==> config.mk <==
export PLATFORM = sky130hd
export DESIGN_NAME = bscan_byte_link
export DESIGN_NICKNAME = d
export VERILOG_FILES = /design/src/rtl/bscan_byte_link.sv
export SDC_FILE = /design/constraint.sdc
export NUM_CORES = 1
export LEC_CHECK = 0
export BUFFER_PORTS_ARGS = -buffer_cell sky130_fd_sc_hd__buf_2
export CORE_UTILIZATION = 25
export CTS_BUF_LIST = sky130_fd_sc_hd__clkbuf_16
export CTS_CLUSTER_DIAMETER = 80
export CTS_CLUSTER_SIZE = 40
export DETAILED_ROUTE_END_ITERATION = 8
export PLACE_DENSITY = 0.47
export SLEW_MARGIN = 30
export SYNTH_ARGS = -nofsm -noshare
export SYNTH_HDL_FRONTEND = slang
export SYNTH_SLANG_ARGS = --single-unit
==> constraint.sdc <==
create_clock -name tck -period 2.95 [get_ports tck]
set_clock_uncertainty 0.15 [all_clocks]
set_input_delay 0.1475 -clock tck [delete_from_list [all_inputs] [get_ports tck]]
set_output_delay 0.1475 -clock tck [all_outputs]
set_load 0.02 [all_outputs]
==> src/rtl/bscan_byte_link.sv <==
// JTAG USER-chain front end: deserializes 8-bit DR scans into a byte FIFO,
// flags end of input (two consecutive LF bytes) and shifts the result out on tdo.
module bscan_byte_link #(
  parameter int RESULT_WIDTH = 16,
  parameter int FIFO_DEPTH   = 4
) (
  input  logic                    tck,
  input  logic                    rst_n,
  input  logic                    tdi,
  output logic                    tdo,
  input  logic                    test_logic_reset,
  input  logic                    run_test_idle,
  input  logic                    ir_is_user,
  input  logic                    capture_dr,
  input  logic                    shift_dr,
  input  logic                    update_dr,
  output logic                    byte_valid,
  output logic [7:0]              byte_data,
  input  logic                    byte_ready,
  output logic                    end_of_input,
  output logic                    overflow,
  input  logic [RESULT_WIDTH-1:0] result,
  input  logic                    result_valid
);

  localparam int AW = $clog2(FIFO_DEPTH);
  localparam logic [7:0] LF = 8'h0A;

  logic [7:0]              in_sr;
  logic [RESULT_WIDTH-1:0] out_sr;
  logic [4:0]              bit_cnt;
  logic [7:0]              mem [FIFO_DEPTH];
  logic [AW:0]             wr_ptr;
  logic [AW:0]             rd_ptr;
  logic                    prev_was_lf;
  logic                    eoi_q;
  logic                    ovf_q;

  logic fifo_empty;
  logic fifo_full;
  logic push_req;
  logic pop;
  logic push_ok;

  // Idle state carries no information for this chain.
  logic unused_idle;
  assign unused_idle = run_test_idle;

  assign fifo_empty = (wr_ptr == rd_ptr);
  assign fifo_full  = (wr_ptr[AW] != rd_ptr[AW]) &&
                      (wr_ptr[AW-1:0] == rd_ptr[AW-1:0]);

  // Only a scan of exactly 8 bits delivers a byte; read-backs and aborted scans are ignored.
  assign push_req = ir_is_user && update_dr && !test_logic_reset && (bit_cnt == 5'd8);
  assign pop      = !fifo_empty && byte_ready;
  assign push_ok  = push_req && (!fifo_full || pop);

  assign byte_valid   = !fifo_empty;
  assign byte_data    = fifo_empty ? 8'h00 : mem[rd_ptr[AW-1:0]];
  assign tdo          = out_sr[0];
  assign end_of_input = eoi_q;
  assign overflow     = ovf_q;

  // NOTE: sequential state uses non-blocking assignments so every register
  // samples pre-edge values regardless of statement order.
  always_ff @(posedge tck) begin
    if (!rst_n) begin
      in_sr       <= '0;
      out_sr      <= '0;
      bit_cnt     <= '0;
      wr_ptr      <= '0;
      rd_ptr      <= '0;
      prev_was_lf <= 1'b0;
      eoi_q       <= 1'b0;
      ovf_q       <= 1'b0;
    end else begin
      eoi_q <= 1'b0;

      // A TAP reset aborts the scan in flight but leaves queued bytes alone.
      if (test_logic_reset) begin
        bit_cnt <= '0;
        in_sr   <= '0;
        out_sr  <= '0;
      end else if (ir_is_user) begin
        if (capture_dr) begin
          bit_cnt <= '0;
          out_sr  <= result_valid ? result : '0;
        end
        if (shift_dr) begin
          in_sr  <= {tdi, in_sr[7:1]};
          out_sr <= {1'b0, out_sr[RESULT_WIDTH-1:1]};
          if (bit_cnt != 5'h1F) bit_cnt <= bit_cnt + 5'd1;
        end
      end

      if (pop) rd_ptr <= rd_ptr + {{AW{1'b0}}, 1'b1};

      if (push_ok) begin
        wr_ptr <= wr_ptr + {{AW{1'b0}}, 1'b1};
        if (in_sr == LF && prev_was_lf) begin
          eoi_q       <= 1'b1;
          prev_was_lf <= 1'b0;
        end else begin
          prev_was_lf <= (in_sr == LF);
        end
      end else if (push_req) begin
        ovf_q <= 1'b1;
      end
    end
  end

  // NOTE: FIFO storage is not reset; the pointers alone define which entries
  // are live, and byte_data is forced to zero while the FIFO is empty.
  always_ff @(posedge tck) begin
    if (push_ok) mem[wr_ptr[AW-1:0]] <= in_sr;
  end

endmodule

## Word level (Yosys, flattened, before mapping)

Memory sizes are Yosys's and may differ from the RTL's. A register that Yosys moved wholly into a read port is not among the register bits.
Cells that the tools add are included.

| operators by class | value |
|---|---|
| $add $sub $neg | 3 |
| equal/unequal tests | 6 |
| mux-type cells | 13 |
| bitwise operators | 2 |
| reduce and logical (&&, ||, !) cells | 17 |

Operators by type and width:

| cell | count |
|---|---|
| 2-to-1 mux 16 bit | 3 |
| 2-to-1 mux 5 bit | 3 |
| == test 8 x 4 -> 1 bit, second input constant | 1 |
| 2-to-1 mux 8 bit | 1 |
| AND reduction 2 bit | 4 |
| logical AND 1 bit | 7 |
| adder 3 x 1 -> 3 bit, second input constant | 2 |
| adder 5 x 1 -> 5 bit, second input constant | 1 |
| == test 5 x 4 -> 1 bit, second input constant | 1 |
| inequality test 5 bit, second input constant | 1 |
| 2-to-1 mux 1 bit | 4 |
| 2-to-1 mux 2 bit | 2 |
| == test 3 bit | 1 |
| zero test 1 bit | 3 |
| == test 2 bit | 1 |
| inverter 1 bit | 2 |
| nonzero test 2 bit | 1 |
| OR reduction 2 bit | 1 |
| logical OR 1 bit | 1 |
| inequality test 1 bit | 1 |

| word-level totals | value |
|---|---|
| bits in registers | 38 |
| RAM bits | 32 |
| input bits | 27 |
| output and inout port bits | 12 |
| logic and storage cells | 50 |
| memories | 1 |

Memory list:

| name | words | width | rd ports | clocked after memory_dff | write ports | line | source |
|---|---|---|---|---|---|---|---|
| mem | 4 | 8 | 1 | 1 | 1 | 32 | `logic [7:0] mem [FIFO_DEPTH];` |

## Logic depth before layout (Yosys ltp)

| logic depth | value |
|---|---|
| depth after elaboration | 7 |
| gate-level depth with buffers | 7 |
| mapped depth without buffers | 7 |

## Worst setup path before layout

Ideal clock, no wire load.

| path | value |
|---|---|
| path kind | reg2reg |
| from | register bit_cnt[0] |
| to | memory mem[3][0] (enable) |
| library setup time | 0.332 ns |
| data arrival time | 1.627 ns |
| required time | 2.468 ns |
| path slack | 0.841 ns |
| cell stages (with the launch flop) | 7 |
| buffers on the path | 0 |
| clock period less this slack | 2.109 ns |
| path through | dfxtp_1 > inv_1 > ha_1 > nand3_1 > or4_4 > nor2_1 > and2_1 |

| on the way | value |
|---|---|
| cells in the longest elaborated chain, start to end | 5 |

RTL lines:

| element | line | source |
|---|---|---|
| start: declaration | 31 | `logic [4:0] bit_cnt;` |
| start signal: assignment | 92 | `if (bit_cnt != 5'h1F) bit_cnt <= bit_cnt + 5'd1;` |
| == test 5 x 4 -> 1 bit | 54 | `assign push_req = ir_is_user && update_dr && !test_logic_reset && (bit_cnt == 5'd8);` |
| logical AND 1 bit | 54 |  |
| logical AND 1 bit | 56 | `assign push_ok = push_req && (!fifo_full \|\| pop);` |
| 2-to-1 mux 1 bit | 115 | `if (push_ok) mem[wr_ptr[AW-1:0]] <= in_sr;` |
| 2-to-1 mux 1 bit (not written as such) | 115 |  |
| end: declaration | 32 |  |

Every way passes these cells.

## Worst setup path in the final report

| path | value |
|---|---|
| from | register bit_cnt[0] |
| to | memory mem[1][1] (enable) |

Same word-level chain as after synthesis.

==> out/results.ini <==
[clock_network]
worst_setup_hold_path_clk_slew_ns = 0.06
clk-insertion-delay-late_ns = 0.32
cts.sinks = 72
clockBufferDepth = 2
cts_inserted_buffers = 9
cts.htree.levels = 3
ctsRootBufferMaster = clkbuf_16
tritoncts = built

[sta]
tightestPinTransition_ns = 0.568
final.period_utilization = 0.775
clock.fmax_mhz = 437
grt_setup_unrepaired = no
slew_violations = 0
hold_viol = 0
setup-violations-final = 0
slew-limit-headroom = 0.621
finalCriticalPeriod_ns = 2.29
setup_tns_ns = 0

[detailed_routing]
drc_errors = 3
totalWireLength_um = 5820
routed_via_density = 4.53
overall_via_count_from_detail_route = 2039
routed_wire_length_per_instance_um = 12.9
detailedRoute.firstIterationViolations = 76
drtAntennaViolNets = 0
first_pass_iters = 8

[worst_setup_path]
reg2reg_setup_slack_ns = 0.66
worst_path_cell_with_the_longest_stage_delay = or4_4
crit_path_cell_trace = inv_1 -> ha_1 -> nand3_1 -> or4_4 -> nor2_1 -> and2_1
reg2regPathDepth = 6
crit_reg_reg_startpoint = bit_cnt[0]
worst_r2r_endpoint = mem[1][1]
critPathCaptureType = register
worst_path_largest_cell_delay_ns = 0.45
critical_path_class = register to register
timing.critical_path.fanout_max = 8
timing.critical_path.arrival_ns = 2.10
worst_setup_sp_type = register
cp.required_ns = 2.76

[worst_hold_path]
beginning_of_the_worst_hold_path = result[8]
holdCritPathClass = input port to register
whs_path_depth = 3
hold_end = out_sr[8]

[global_route]
grt.total_usage = 0.0998
largest_net_degree_at_the_start_of_global_routing = 33
grt_pass1_wl_um = 9780
antenna_found_initial = 0
grt_pass1_vias = 1950
leftover_overflow_at_the_end_of_global_routing = 0

[floorplan]
core_footprint_mm2 = 0.0116
fp-row-count = 39
io_pins = 39
initial_utilization = 0.261
die_ht_um = 112
dieWidth_um = 112
total_die_area_mm2 = 0.0126

[yosys]
postSynthRegisterBits = 72
combinational_family_with_the_most_area_after_synthesis = simple AND/OR/NAND/NOR gates
area_share_of_xor_xnor_cells_in_the_synthesized_design = 0.0145
synth.mux.area_fraction = 0.0765
synth.cell_area_mm2 = 0.00303
synth_enable_flop_cells = 32
yosys.area_share.simple = 0.150
post_synth_num_cell_types = 35
ys_seq_area_frac = 0.582
synth-compound-area-share = 0.117
ys.flop_type = dfxtp_1
syn-mean-instance-area_um2 = 11.6
postSynthNetCount = 296
async_set_or_reset_register_ratio_after_synthesis = 0
yosys.area_share.adder = 0.0331
netlist_instances = 261
synth_warnings = 0

[power]
leakagePower_nw = 1.35
power_density_over_the_cells_mw_per_mm2 = 619
ir_drop_v = 0.000307

[run_status]
outcome = finished with violations
failing_checks = design-rule violations

[placed_design]
buffer_ports.inserted = 37
dp_hpwl_um = 3950
routabilityCongestion = 0.716

[finish]
antenna-diode-count = 0
fillers = 1179
final_common_cell = dfxtp_1
final_net_count = 337
syn_to_layout_area_delta_pct = 23.3
layout_common_cells = dfxtp_1, buf_2, edfxtp_1, nand2_1, nor2_1
finished_core_util = 0.321
layout-drive-gt1-share = 0.218

[run]
max-cap-violations = 0

area by class of cell:
| type | instances | area, µm² | share of cell area |
|---|---|---|---|
| Multi-Input combinational cell | 168 | 1180 | 0.318 |
| Clock buffer | 10 | 250 | 0.0671 |
| Clock inverter | 6 | 80.1 | 0.0215 |
| Sequential cell | 72 | 1760 | 0.472 |
| Timing Repair Buffer | 45 | 253 | 0.0677 |
| Tap cell | 143 | 179 | 0.0480 |
| Inverter | 6 | 22.5 | 0.00604 |
where the power goes:
| part | internal, mW | switching, mW |
|---|---|---|
| Combinational | 0.0341 | 0.0512 |
| Clock | 0.784 | 0.391 |
| Sequential | 1.04 | 0.00540 |
synth_stat cells, types with 2 or more instances:
library cell | instances | area (µm²)
clkbuf_1 | 10 | 37.5
nor2b_1 | 11 | 68.8
mux4_2 | 8 | 180
inv_1 | 6 | 22.5
buf_1 | 4 | 15.0
nand2_1 | 23 | 86.3
nand2b_1 | 5 | 31.3
xnor2_1 | 2 | 17.5
ha_1 | 8 | 100
mux2i_1 | 4 | 40.0
dfxtp_1 | 40 | 801
nand3_1 | 11 | 55.1
a22oi_1 | 15 | 113
xor2_1 | 3 | 26.3
o21ai_0 | 5 | 25.0
nor2_1 | 20 | 75.1
nor3_1 | 2 | 10.0
o211ai_1 | 3 | 22.5
a211oi_1 | 14 | 105
a21oi_1 | 13 | 65.1
edfxtp_1 | 32 | 961
and2_1 | 7 | 43.8
nor4_1 | 3 | 18.8
worst max-delay path by stage:
stage / startpoint / to / slack [ns] / cells after the start
5_1_grt: bit_cnt[0] / mem[0][1] / 0.51 / 6
3_3_place_gp: bit_cnt[0] / mem[0][1] / 0.70 / 6
4_1_cts: bit_cnt[0] / mem[1][4] / 0.63 / 6
2_1_floorplan: bit_cnt[0] / mem[3][0] / 0.84 / 6
6_report: bit_cnt[0] / mem[1][1] / 0.66 / 6
3_5_place_dp: bit_cnt[0] / mem[1][1] / 0.65 / 6
critical path: cells and delay by family, from the launching register on:
| family | cells | cell delay (ns) |
|---|---|---|
| adder cells (fa/ha/maj) | 1 | 0.14 |
| buffers and inverters | 1 | 0.08 |
| flip-flops | 1 | 0.34 |
| AND/OR/NAND/NOR | 4 | 1.21 |
flip-flops by register name (all words and copies together) (netlist names), 3 cells and up, named ones only:
name / flops
wr_ptr: 3
in_sr: 8
out_sr: 16
rd_ptr: 3
bit_cnt: 5
mem: 32
per-stage QoR:
stage	worst slack [ns]	hold WS (ns)	std cells	area [µm²]	power, mW
3_5_place_dp	0.649	0.264	431	3370	1.15
6_report	0.664	0.0303	450	3730	2.31
5_1_grt	0.514	0.0525	450	3730	2.39
4_1_cts	0.635	0.0196	450	3730	2.34
2_1_floorplan	0.841	0.141	261	3030	1.12
3_3_place_gp	0.703	0.258	431	3370	1.15
what timing repair did:
action | 4_1_cts | 5_1_grt
hold endpoints to repair | 3 | 0
buffers inserted | 0 | 0
resized for setup | 0 | 0
hold buffers | 3 | 0
kinds of logic after synthesis:
| group | after synthesis |
|---|---|
| XOR/XNOR | 5 |
| AND/OR/NAND/NOR | 89 |
| buffers and inverters | 21 |
| multiplexers | 13 |
| AO/OA/AOI/OAI | 53 |
| adder cells (fa/ha/maj) | 8 |
| flip-flops | 72 |
layer usage:
layer  vias to the layer above  track usage  share of wire
li1                       1049            -              -
met1                       944        0.132           0.49
met2                        38        0.155           0.46
met3                         8       0.0232          0.036
met4                         0       0.0453          0.013
met5                         -            0              0
No activity file was read; power rests on OpenSTA's default activity.
